File: config.mk
export PLATFORM = sky130hd
export DESIGN_NAME = subsurf_host_if
export DESIGN_NICKNAME = d
export VERILOG_FILES = /design/src/rtl/subsurf_host_if.sv
export SDC_FILE = /design/constraint.sdc
export NUM_CORES = 1
export LEC_CHECK = 0
export CAP_MARGIN = 20
export CELL_PAD_IN_SITES_DETAIL_PLACEMENT = 1
export CELL_PAD_IN_SITES_GLOBAL_PLACEMENT = 2
export CORE_ASPECT_RATIO = 0.75
export CORE_MARGIN = 2
export CORE_UTILIZATION = 17
export DETAILED_ROUTE_END_ITERATION = 8
export PLACE_DENSITY_LB_ADDON = 0.1
export REMOVE_ABC_BUFFERS = 1
export SETUP_SLACK_MARGIN = 0.5
export SLEW_MARGIN = 10
export SYNTH_ARGS = -nofsm -noshare
export SYNTH_HDL_FRONTEND = slang
export SYNTH_SLANG_ARGS = --single-unit
File: constraint.sdc
create_clock -name clk -period 4.7 [get_ports clk]
set_input_delay 0.705 -clock clk [delete_from_list [all_inputs] [get_ports clk]]
set_output_delay 0.705 -clock clk [all_outputs]
set_load 0.1 [all_outputs]
File: src/rtl/subsurf_host_if.sv
// Host loader/unloader for the three subsurf RAM banks: streams host words into
// ram0/ram1, kicks the core, waits for it to finish, then streams ram2 back out.
module subsurf_host_if #(
    parameter int ADDR_W = 9,
    parameter int DATA_W = 32,
    parameter int DEPTH  = 512
) (
    input  logic              clk,
    input  logic              rst,
    input  logic              go,
    input  logic [9:0]        load_cnt0,
    input  logic [9:0]        load_cnt1,
    input  logic [9:0]        dump_cnt,
    input  logic              in_valid,
    output logic              in_ready,
    input  logic [DATA_W-1:0] in_data,
    output logic              out_valid,
    input  logic              out_ready,
    output logic [DATA_W-1:0] out_data,
    output logic              out_last,
    output logic              hif_busy,
    output logic              done,
    output logic              core_start,
    input  logic              core_busy,
    input  logic              core_en0,
    input  logic              core_en1,
    input  logic              core_en2,
    input  logic [ADDR_W-1:0] core_a0,
    input  logic [ADDR_W-1:0] core_a1,
    input  logic [ADDR_W-1:0] core_a2,
    input  logic [3:0]        core_we0,
    input  logic [3:0]        core_we1,
    input  logic [3:0]        core_we2,
    input  logic [DATA_W-1:0] core_di0,
    input  logic [DATA_W-1:0] core_di1,
    input  logic [DATA_W-1:0] core_di2,
    output logic              ram_en0,
    output logic              ram_en1,
    output logic              ram_en2,
    output logic [ADDR_W-1:0] ram_a0,
    output logic [ADDR_W-1:0] ram_a1,
    output logic [ADDR_W-1:0] ram_a2,
    output logic [3:0]        ram_we0,
    output logic [3:0]        ram_we1,
    output logic [3:0]        ram_we2,
    output logic [DATA_W-1:0] ram_di0,
    output logic [DATA_W-1:0] ram_di1,
    output logic [DATA_W-1:0] ram_di2,
    input  logic [DATA_W-1:0] ram_do0,
    input  logic [DATA_W-1:0] ram_do1,
    input  logic [DATA_W-1:0] ram_do2
);
    localparam int CNT_W = 10;

    typedef enum logic [2:0] {
        IDLE, LOAD0, LOAD1, START, RUN, DUMP_RD, DUMP_OUT, FIN
    } state_t;

    state_t             state_reg;
    logic [CNT_W-1:0]   cnt_reg;
    logic [CNT_W-1:0]   cnt0_reg;
    logic [CNT_W-1:0]   cnt1_reg;
    logic [CNT_W-1:0]   dcnt_reg;
    logic               busy_seen_reg;
    logic               first_reg;
    logic [DATA_W-1:0]  out_data_reg;
    logic [CNT_W-1:0]   cnt0_next;
    logic [CNT_W-1:0]   cnt1_next;
    logic [CNT_W-1:0]   dcnt_next;
    logic               last_word;

    function automatic logic [CNT_W-1:0] clamp(input logic [CNT_W-1:0] c);
        return (c > CNT_W'(DEPTH)) ? CNT_W'(DEPTH) : c;
    endfunction

    assign cnt0_next = clamp(load_cnt0);
    assign cnt1_next = clamp(load_cnt1);
    assign dcnt_next = clamp(dump_cnt);
    assign last_word = (cnt_reg == dcnt_reg - CNT_W'(1));

    always_ff @(posedge clk) begin
        if (rst) begin
            state_reg     <= IDLE;
            cnt_reg       <= '0;
            cnt0_reg      <= '0;
            cnt1_reg      <= '0;
            dcnt_reg      <= '0;
            busy_seen_reg <= 1'b0;
            first_reg     <= 1'b0;
            out_data_reg  <= '0;
        end else begin
            first_reg <= 1'b0;
            case (state_reg)
                IDLE: if (go) begin
                    cnt0_reg      <= cnt0_next;
                    cnt1_reg      <= cnt1_next;
                    dcnt_reg      <= dcnt_next;
                    cnt_reg       <= '0;
                    busy_seen_reg <= 1'b0;
                    if (cnt0_next != '0)      state_reg <= LOAD0;
                    else if (cnt1_next != '0) state_reg <= LOAD1;
                    else                      state_reg <= START;
                end
                LOAD0: if (in_valid) begin
                    if (cnt_reg == cnt0_reg - CNT_W'(1)) begin
                        cnt_reg   <= '0;
                        state_reg <= (cnt1_reg != '0) ? LOAD1 : START;
                    end else begin
                        cnt_reg <= cnt_reg + CNT_W'(1);
                    end
                end
                LOAD1: if (in_valid) begin
                    if (cnt_reg == cnt1_reg - CNT_W'(1)) begin
                        cnt_reg   <= '0;
                        state_reg <= START;
                    end else begin
                        cnt_reg <= cnt_reg + CNT_W'(1);
                    end
                end
                START: state_reg <= RUN;
                RUN: begin
                    // A start with a core that has not yet raised busy must not end the run.
                    if (core_busy) begin
                        busy_seen_reg <= 1'b1;
                    end else if (busy_seen_reg) begin
                        busy_seen_reg <= 1'b0;
                        state_reg     <= (dcnt_reg != '0) ? DUMP_RD : FIN;
                    end
                end
                DUMP_RD: begin
                    first_reg <= 1'b1;
                    state_reg <= DUMP_OUT;
                end
                DUMP_OUT: begin
                    if (first_reg) out_data_reg <= ram_do2;
                    if (out_ready) begin
                        if (last_word) begin
                            cnt_reg   <= '0;
                            state_reg <= FIN;
                        end else begin
                            cnt_reg   <= cnt_reg + CNT_W'(1);
                            state_reg <= DUMP_RD;
                        end
                    end
                end
                FIN: state_reg <= IDLE;
                default: state_reg <= IDLE;
            endcase
        end
    end

    assign in_ready   = (state_reg == LOAD0) || (state_reg == LOAD1);
    assign hif_busy   = (state_reg != IDLE);
    assign done       = (state_reg == FIN);
    assign core_start = (state_reg == START);
    assign out_valid  = (state_reg == DUMP_OUT);
    assign out_last   = (state_reg == DUMP_OUT) && last_word;
    // RAM data arrives in the first DUMP_OUT cycle; later stalled cycles replay the captured copy.
    assign out_data   = first_reg ? ram_do2 : out_data_reg;

    logic [2:0]                   core_en_v;
    logic [2:0][ADDR_W-1:0]       core_a_v;
    logic [2:0][3:0]              core_we_v;
    logic [2:0][DATA_W-1:0]       core_di_v;
    logic [2:0]                   ram_en_v;
    logic [2:0][ADDR_W-1:0]       ram_a_v;
    logic [2:0][3:0]              ram_we_v;
    logic [2:0][DATA_W-1:0]       ram_di_v;
    logic [2:0]                   load_sel;
    logic [2:0]                   rd_sel;

    assign core_en_v = {core_en2, core_en1, core_en0};
    assign core_a_v  = {core_a2, core_a1, core_a0};
    assign core_we_v = {core_we2, core_we1, core_we0};
    assign core_di_v = {core_di2, core_di1, core_di0};
    assign load_sel  = {1'b0, state_reg == LOAD1, state_reg == LOAD0};
    assign rd_sel    = {state_reg == DUMP_RD, 2'b00};

    genvar gi;
    generate
        for (gi = 0; gi < 3; gi++) begin : g_bank
            always_comb begin
                ram_en_v[gi] = 1'b0;
                ram_a_v[gi]  = '0;
                ram_we_v[gi] = '0;
                ram_di_v[gi] = '0;
                if (state_reg == RUN) begin
                    ram_en_v[gi] = core_en_v[gi];
                    ram_a_v[gi]  = core_a_v[gi];
                    ram_we_v[gi] = core_we_v[gi];
                    ram_di_v[gi] = core_di_v[gi];
                end else if (load_sel[gi] && in_valid) begin
                    ram_en_v[gi] = 1'b1;
                    ram_a_v[gi]  = cnt_reg[ADDR_W-1:0];
                    ram_we_v[gi] = 4'hF;
                    ram_di_v[gi] = in_data;
                end else if (rd_sel[gi]) begin
                    ram_en_v[gi] = 1'b1;
                    ram_a_v[gi]  = cnt_reg[ADDR_W-1:0];
                end
            end
        end
    endgenerate

    assign {ram_en2, ram_en1, ram_en0} = ram_en_v;
    assign {ram_a2, ram_a1, ram_a0}    = ram_a_v;
    assign {ram_we2, ram_we1, ram_we0} = ram_we_v;
    assign {ram_di2, ram_di1, ram_di0} = ram_di_v;

    // ram0/ram1 read data goes straight to the core, never through this block.
    logic unused_rd;
    assign unused_rd = ^{ram_do0, ram_do1};
endmodule

==> metrics.txt, run 1 <==
CTS Sinks=77; Max-Cap Viols=0; initial core utilization=roughly 17%; Vias=7,002; Final Skew=0.01074 ns; pin count of the biggest net entering global routing=81; PwrDens=407.7 nW/um^2; first-pass GRT wire length=about 47,000 um; flop-to-flop setup slack=around 1.4 ns; EDFF count, synth=0; Final setup viols=0; hold crit path type=flop to flop; setup ws final=1.020 ns; drt first pass iters=4; DRC Markers=0; Slew Viols, Final=0; GRT overflow=0; worst-path fanout max=30; kind of critical path=flop to output pin; max reg flops=32; syn avg cell area=7.772 sq um; num ports=roughly 480; Async S/R FF share, synth=0%; Yosys cell types=slightly above 60; Post-synth top flop=dfxtp_1; Worst Hold Launch=out_data_reg[0]; WL per Instance=approximately 21 um; Mapped Area=slightly below 6000 sq um; Pleak=4.300 nW; Slew headroom=between 20% and 30%; WHS Path Cells=2; vias in the first global route=6,989; setup TNS=0 ns; grt met1 use=a little under a quarter; busiest grt layer=met2; met3 usage=4.530%; I/O Buffers=~410; cell with the most instances after synthesis=nor2_1; H-tree depth=3; Routed Antenna Nets=0; Placer Congestion=about 0.74; Final Hold Vio Count=0; Hold Buf Count CTS=0; Inserted Clock Buffers=9; Yosys top cell area share=between 20% and 30%; Max Clk Rate=approximately 270 MHz; fin crit share=78.29%; vias per cell=around 4.5; Critical Path AT=2.97 ns; Die ar.=around 36,000 sq um; DRT iter0 DRCs=approximately 330; Yosys warnings=0; Total Power=about 4.2 mW; Reg-to-Reg End=cnt_reg[7]; clock buffer depth=2; RSZ-0062 raised after global routing=false; total wire length=approximately 33,000 um; clock-pin slew on the worst setup and hold paths=0.06 ns; setup bufs post-CTS=0; Die Width=around 220 um; cells on worst reg2reg path=10; Rows=a little under 60; Worst Setup Start Kind=flop; #FFs+latches synth=between 70 and 80; Worst Hold Endpoint=out_data_reg[0]; core area=roughly 34,000 sq um; crit end category=output pin; pre-CTS setup slack=1.286 ns; Skew-Pair Late Insertion Delay=around 0.36 ns; Critical Path RT=3.99 ns; Ant. Diodes=0; post-synthesis sequential area ratio=26.27%; Mapped Cells=about 760; top post-synthesis cells by area=dfxtp_1 (26%), a22o_1 (14%), nor2_1 (8.1%); post-DP HPWL=between 20,000 and 30,000 um; Tightest Pin Transition=about 1.1 ns; Synth area leader=dfxtp_1; Die Height=164.9 um; status=finished, final reports clean; clock root buffer=clkbuf_16; Global Route Usage Sum=between 15 and 20%; Area Growth Syn to Fin=75.50%; nets=~1,400; VDD IR max=approximately 0.21 mV; initial antenna violation count=1; CTS tree=done; layout cells sized above 1=20.68%; met2 Track Usage GR=29.06%; Reg2Reg Launch Point=cnt1_reg[0]; Post-synth top cells=nor2_1 (126), a22o_1 (92), dfxtp_1 (77); crit path time final=3.680 ns; post-cts sizing count=0
placed cells by master, fill, tap and decap left out, types with 4 or more instances in the layout:
master,instances
and2_1,38
nor3b_1,23
dfxtp_1,77
mux2i_1,5
a22oi_1,8
mux2_2,32
clkbuf_16,9
ha_1,4
inv_1,12
nor2_1,125
or3_1,4
nand3_1,20
xnor2_1,21
buf_4,165
a21oi_1,31
and3_1,5
clkdlybuf4s50_1,262
a22o_1,92
nand2_1,16
xor2_1,21
nor3_1,53
a21o_1,13
o21ai_0,6
nand2b_1,5
nor4_1,8
report_power, final:
group	internal (mW)	switching, mW	total [mW]
Sequential	0.702	0.0912	0.793
Clock	0.392	0.314	0.705
Combinational	0.763	1.94	2.70
Total	1.86	2.34	4.20
cell families (layout without fill, tap and decap cells):
logic type,after synthesis,after routing,synth area share [%]
flops,77,77,26.27
compound gates,186,186,25.69
xor+xnor,42,42,6.269
fa+ha+maj,4,4,0.8529
simple gates,320,320,27.89
mux,37,37,6.994
buf+inv,89,456,6.034
worst max path at each step:
| stage | to | slack [ns] | cells past startpoint | start |
|---|---|---|---|---|
| 3_3_place_gp | ram_di0[20] | 1.28 | 5 | in_valid |
| 5_1_grt | ram_di0[20] | 0.83 | 6 | state_reg[0] |
| 3_5_place_dp | ram_di0[20] | 1.29 | 5 | in_valid |
| 6_report | ram_di0[20] | 1.02 | 6 | state_reg[0] |
| 4_1_cts | out_last | 0.99 | 9 | dcnt_reg[0] |
| 2_1_floorplan | ram_a0[0] | -1.82 | 3 | state_reg[2] |
area by class of cell:
| class | count | area, sq um |
|---|---|---|
| Timing Repair Buffer | 428 | 3866 |
| Clock buffer | 11 | 252.7 |
| Inverter | 12 | 45.04 |
| Clock inverter | 5 | 41.29 |
| Fill cell | 4040 | 23450 |
| Tap cell | 450 | 563.0 |
| Multi-Input combinational cell | 589 | 3989 |
| Sequential cell | 77 | 1541 |
through the flow:
stage / instances / hold WS, ns / util, % / cell area [sq um]
detailed placement: 1556 / 0.4900 / 29.65 / 10000
global route: 1572 / 0.5229 / 30.52 / 10300
CTS: 1572 / 0.5011 / 30.52 / 10300
floorplan: 678 / 0.4723 / - / 5559
global placement: 1556 / 0.4814 / 29.65 / 10000
finish: 1572 / 0.4959 / 30.52 / 10300
layer usage:
layer	part of all wire, %	vias up
li1	-	3448
met1	45	3337
met2	48	199
met3	6.8	18
met4	0.95	0
met5	0	-
worst max-delay path, stage by stage, from the launching register on:
cell	delay, ns
dfxtp_1	0.66
nand2b_1	0.26
nor2_1	0.24
and2_2	0.65
buf_4	0.31
a22o_1	0.17
buf_4	0.29
No activity file was read; power rests on OpenSTA's default activity.
==> run 2, diff against run 1 <==
--- a/config.mk
+++ b/config.mk
@@ -10,7 +10,7 @@
 export CELL_PAD_IN_SITES_GLOBAL_PLACEMENT = 2
 export CORE_ASPECT_RATIO = 0.75
 export CORE_MARGIN = 2
-export CORE_UTILIZATION = 17
+export CORE_UTILIZATION = 16
 export DETAILED_ROUTE_END_ITERATION = 8
 export PLACE_DENSITY_LB_ADDON = 0.1
 export REMOVE_ABC_BUFFERS = 1
==> constraint.sdc (replaced) <==
create_clock -name clk -period 3.8 [get_ports clk]
set_input_delay 0.57 -clock clk [delete_from_list [all_inputs] [get_ports clk]]
set_output_delay 0.57 -clock clk [all_outputs]
set_load 0.1 [all_outputs]
==> metrics.txt, run 2 (synthesized netlist as in run 1, its figures left out) <==
commonest non-fill, non-tap cell in the layout=clkdlybuf4s50_1; Pleak=4.659 nW (+8.3%); num ports=478 (unchanged); Slew Viols, Final=0 (unchanged); Slew headroom=45.10% (+17 points); VDD IR max=0.1847 mV (-12%); CTS Sinks=77 (unchanged); crit end category=output pin; WL per Instance=21.32 um (+0.25%); total wire length=34,030 um (+1.8%); Max Clk Rate=approximately 320 MHz; Final Non-Filler Cells=1,596 (+1.5%); vias in the first global route=7,065 (+1.1%); most frequent cells in the layout=clkdlybuf4s50_1 (236), nor2_1 (124), buf_4 (113); hold crit path type=input port to flop; Worst Hold Launch=rst; FF/Latch Area=1545 sq um (+0.24%); CP max stage delay=0.39 ns (-0.27 ns); crit path cell chain=inv_1 > ha_2 > o21ba_2 > a221oi_1 > a41oi_1 > a311oi_2 > nand2_1 > nor2_4 > buf_12; Reg-to-Reg End=state_reg[1]; initial core utilization=16.28% (-1.1 points); fin crit share=83.38%; H-tree depth=3 (unchanged); delay-heaviest family, CP=compound AO/OA/AOI/OAI gates; CTS tree=done; Critical Path RT=3.23 ns (-0.76 ns); RSZ-0062 raised after global routing=false; first-pass GRT wire length=48,600 um (+3.0%); pin count of the biggest net entering global routing=77 (-4.9%); Tightest Pin Transition=0.8235 ns (-0.2450 ns); clock root buffer=clkbuf_16; Worst path slowest cell=dfxtp_2; DRT iter0 DRCs=288 (-14%); worst path bufs/invs=2 (unchanged); max reg flops=32 (unchanged); kind of critical path=flop to output pin; Rows=60 (+3.4%); status=finished, final reports clean; Routed Antenna Nets=0 (unchanged); PwrDens=501.2 nW/um^2 (+23%); Final Hold Vio Count=0 (unchanged); initial antenna violation count=1 (unchanged); Die ar.=38,240 sq um (+6.1%); Placed Instances=1,577 (+1.3%); Placer Congestion=0.7539 (+2.2%); multi-input logic area=4009 sq um (+0.50%); Area Growth Syn to Fin=95.01%; WHS Path Cells=2 (unchanged); Die Height=169.9 um (+3.0%); clock-pin slew on the worst setup and hold paths=0.07 ns (about the same); Max-Cap Viols=0 (unchanged); Critical Path AT=2.60 ns (-0.37 ns); DRC Markers=0 (unchanged); worst-path fanout max=11 (-63%); nets=1,431 (+0.56%); flop-to-flop setup slack=0.73 ns (-0.63 ns); Final Skew=0.01203 ns (+0.001292 ns); cells on worst reg2reg path=10 (unchanged); vias per cell=4.406 (-1.1%); drt first pass iters=4 (unchanged); GRT overflow=0 (unchanged); Worst Setup Start Kind=flop; Reg2Reg Launch Point=cnt1_reg[0]; crit path time final=around 3.2 ns; hold slack=0.4779 ns (-0.01799 ns); # fillers=4,153 (+2.8%); Vias=7,032 (+0.43%); Inserted Clock Buffers=9 (unchanged); Global Route Usage Sum=16.92% (-0.63 points); Skew-Pair Late Insertion Delay=0.36 ns (about the same); post-DP HPWL=27,010 um (+1.3%); Die Width=225.1 um (+3.0%); Final setup viols=0 (unchanged); clock buffer depth=2 (unchanged); core area=36,030 sq um (+6.8%); Worst Hold Endpoint=cnt_reg[5]; layout cells sized above 1=24.07% (+3.4 points); Hold Buf Count CTS=0 (unchanged); I/O Buffers=413 (unchanged)
## run 2: cell types whose count changed in the layout (fill, tap and decap cells not counted), sizes merged
cell / previous run / this run
clkdlybuf4s50: 262 / 236
bufinv: 0 / 2
buf: 166 / 200
clkinvlp: 2 / 1
clkbuf: 11 / 10
diode: 0 / 1
## run 2: power breakdown
| group | switching [mW] | leakage [nW] | total, mW | internal (mW) |
|---|---|---|---|---|
| clock network | 0.395 | 0.154 | 0.978 | 0.582 |
| logic | 2.50 | 3.88 | 3.80 | 1.30 |
| registers | 0.0929 | 0.625 | 0.961 | 0.868 |
| total | 2.99 | 4.66 | 5.74 | 2.75 |
## run 2: worst max-delay path by stage
stage               slack (ns)    startpoint  cells after the start         end
floorplan                -2.59  state_reg[2]                      3   ram_a0[0]
global placement          0.59   cnt1_reg[0]                     10  cnt_reg[7]
detailed placement        0.54   cnt1_reg[0]                     10  cnt_reg[7]
CTS                       0.52    cnt_reg[2]                      7    out_last
global route              0.50   dcnt_reg[0]                      9    out_last
finish                    0.63   dcnt_reg[0]                      9    out_last
## run 2: layout make-up
cell class,instances,area share (%)
diodes,1,0.02187
well taps,465,5.084
flip-flops and latches,77,13.50
clock buffers,10,2.001
repair buffers,436,43.14
inverters,12,0.3936
clock inverters,6,0.8200
multi-input cells,589,35.03
## run 2: routing by layer
| metal | vias to the layer above | track usage (%) | routed length, um |
|---|---|---|---|
| met1 | 3372 | 21.61 | 15030 |
| met4 | 0 | 2.217 | 121 |
| met2 | 192 | 29.39 | 16780 |
| met5 | - | 0 | 0 |
| li1 | 3460 | - | - |
| met3 | 8 | 4.265 | 2100 |
## run 2: metrics by stage
stage	util (%)	instance area (sq um)	setup TNS [ns]	total power [mW]	setup slack, ns
after global placement	30.71	11070	0	4.782	0.5937
after detailed placement	30.71	11070	0	4.788	0.5420
after floorplan	-	5559	-352.07	3.394	-2.586
after global routing	31.76	11440	0	5.997	0.5010
after CTS	31.64	11400	0	5.807	0.5224
final	31.76	11440	0	5.735	0.6314
## run 2: repair_timing
| item | 4_1_cts | 5_1_grt |
|---|---|---|
| pin swaps | 0 | 2 |
| setup buffers | 0 | 2 |
| cloned | 0 | 0 |
| endpoints found under the setup margin | 1 | 17 |
| resized for setup | 3 | 6 |
==> run 3, diff against run 2 <==
--- a/config.mk
+++ b/config.mk
@@ -10,7 +10,7 @@
 export CELL_PAD_IN_SITES_GLOBAL_PLACEMENT = 2
 export CORE_ASPECT_RATIO = 0.75
 export CORE_MARGIN = 2
-export CORE_UTILIZATION = 16
+export CORE_UTILIZATION = 15
 export DETAILED_ROUTE_END_ITERATION = 8
 export PLACE_DENSITY_LB_ADDON = 0.1
 export REMOVE_ABC_BUFFERS = 1
==> constraint.sdc (replaced) <==
create_clock -name clk -period 2.8 [get_ports clk]
set_input_delay 0.42 -clock clk [delete_from_list [all_inputs] [get_ports clk]]
set_output_delay 0.42 -clock clk [all_outputs]
set_load 0.1 [all_outputs]
==> metrics.txt, run 3 (synthesized netlist as in run 1, its figures left out) <==
status=complete, but fails checks; failing checks=negative setup slack; hold crit path type=input port to flop; Critical Path AT=2.40 ns (-0.20 ns); Inserted Clock Buffers=9 (unchanged); crit end category=output pin; CTS tree=done; NetSw=4.533 mW (+52%); GRT overflow=0 (unchanged); Max Clk Rate=between 300 and 400 MHz; Pleak=6.294 nW (+35%); Critical Path RT=2.38 ns (-0.85 ns); Die Width=232.4 um (+3.2%); Max-Cap Viols=0 (unchanged); PwrDens=620.8 nW/um^2 (+24%); final core utilization=39.72% (+8.0 points); H-tree depth=3 (unchanged); crit path time final=about 2.8 ns; internal power=4.935 mW (+80%); core area=38,400 sq um (+6.6%); commonest non-fill, non-tap cell in the layout=clkdlybuf4s50_1; Slew headroom=51.37% (+6.3 points); Hold Buf Count CTS=0 (unchanged); DRC Markers=0 (unchanged); register share of total power=13.6% (-3.2 points); WHS Path Cells=2 (unchanged); fin crit share=100.9%; CTS Sinks=77 (unchanged); VDD IR max=0.3795 mV (+110%); max reg flops=32 (unchanged); Routed Antenna Nets=0 (unchanged); hold slack=0.4485 ns (-0.02949 ns); pin count of the biggest net entering global routing=61 (-21%); Vias=7,718 (+9.8%); post-DP HPWL=28,720 um (+6.3%); RSZ-0062 raised after global routing=true; vias per cell=4.400 (-0.13%); flop-to-flop setup slack=0.16 ns (-0.57 ns); Final Hold Vio Count=0 (unchanged); Total Power=9.468 mW (+65%); Global Route Usage Sum=18.54% (+1.6 points); setup ws final=-0.02465 ns (-0.6561 ns); # fillers=4,131 (-0.53%); nets=1,540 (+7.6%); Rows=62 (+3.3%); DRT iter0 DRCs=237 (-18%); Tightest Pin Transition=0.7294 ns (-0.09407 ns); cells on worst reg2reg path=11 (+1); Reg-to-Reg End=cnt_reg[9]; initial core utilization=15.28% (-1.0 points); Clock power frac=15.1% (-1.9 points); Placer Congestion=0.7721 (+2.4%); total wire length=40,510 um (+19%); Reg2Reg Launch Point=dcnt_reg[2]; kind of critical path=flop to output pin; drt first pass iters=4 (unchanged); Die Height=175.3 um (+3.2%); Skew-Pair Late Insertion Delay=0.36 ns (about the same); clock buffer depth=2 (unchanged); Comb pwr share=71.3% (+5.1 points); most frequent cells in the layout=clkdlybuf4s50_1 (235), buf_12 (192), nor2_1 (123); clock root buffer=clkbuf_16; initial antenna violation count=4 (+3); worst-path fanout max=5 (-6); Worst Setup Start Kind=flop; I/O Buffers=413 (unchanged); num ports=478 (unchanged); Area Growth Syn to Fin=159.9%; Worst Hold Launch=rst; layout cells sized above 1=40.68% (+17 points); Die ar.=40,740 sq um (+6.5%); WL per Instance=23.10 um (+8.3%); Sw Ratio=47.88% (-4.2 points); Final setup viols=1 (+1); vias in the first global route=7,836 (+11%); Final Skew=0.008652 ns (-0.003379 ns); Worst Hold Endpoint=state_reg[0]; first-pass GRT wire length=55,900 um (+15%); clock-pin slew on the worst setup and hold paths=0.07 ns (about the same); Slew Viols, Final=0 (unchanged)
## run 3: cell count changes in the layout (fill, tap and decap cells not counted), moves of 7 or more
cell	previous run	this run
buf_6	0	15
and2_1	38	14
a22o_4	0	73
buf_4	113	63
dfxtp_1	74	67
buf_8	0	9
buf_12	86	192
and2_4	1	25
buf_16	0	23
a22o_1	92	19
## run 3: worst max-delay path by stage
stage	end	from	depth (start not counted)	slack, ns
after floorplan	ram_a0[0]	state_reg[2]	3	-3.44
after global placement	cnt_reg[9]	cnt1_reg[0]	12	0.11
after detailed placement	state_reg[1]	cnt1_reg[0]	11	0.06
after CTS	out_last	dcnt_reg[3]	9	-0.05
after global routing	out_last	dcnt_reg[2]	9	-0.1
final	out_last	dcnt_reg[2]	9	-0.02
## run 3: metrics by stage
step / cell area, sq um / worst slack, ns / instances / setup TNS (ns)
floorplan: 5559 / -3.436 / 678 / -472.09
global placement: 12600 / 0.1097 / 1660 / 0
detailed placement: 12600 / 0.06300 / 1660 / 0
CTS: 14530 / -0.04614 / 1731 / -0.04614
global route: 15250 / -0.09884 / 1753 / -0.09884
finish: 15250 / -0.02465 / 1754 / -0.02465
## run 3: area by class of cell
class | count | area [sq um] | area share, %
well taps | 512 | 640.6 | 4.200
flip-flops and latches | 77 | 1569 | 10.29
diodes | 3 | 7.507 | 0.04922
repair buffers | 545 | 7770 | 50.94
inverters | 12 | 45.04 | 0.2953
multi-input cells | 589 | 4875 | 31.96
clock inverters | 6 | 116.4 | 0.7629
clock buffers | 10 | 229.0 | 1.501
## run 3: worst max-delay path, stage by stage (launching register included)
cell and delay (ns):
dfxtp_4 0.37, or3_4 0.41, nor4_4 0.22, nand3_1 0.12
a311oi_2 0.32, buf_4 0.18, nand2_4 0.05, nor2_4 0.11
buf_6 0.11, buf_12 0.16
## run 3: timing repair
action,in CTS,in global routing
buffers inserted,34,12
gates cloned,21,8
endpoints found under the setup margin,134,133
gates resized for setup,149,65
pin swaps,86,62
## run 3: power by group through the flow
| stage | Combinational [mW] | Clock [mW] | Sequential (mW) |
|---|---|---|---|
| 6_report | 6.75 | 1.43 | 1.29 |
| 5_1_grt | 7.01 | 1.52 | 1.31 |
| 4_1_cts | 6.42 | 1.48 | 1.29 |
| 3_5_place_dp | 5.58 | 0 | 1.30 |
| 3_3_place_gp | 5.57 | 0 | 1.30 |
| 2_1_floorplan | 3.31 | 0 | 1.30 |
## run 3: layer usage
layer	global-route usage, %	wire length (um)	up-vias
met2	32.49	20300	230
met3	4.172	2264	35
met4	3.873	547	2
met5	0	8	-
met1	23.14	17390	3735
li1	-	-	3716
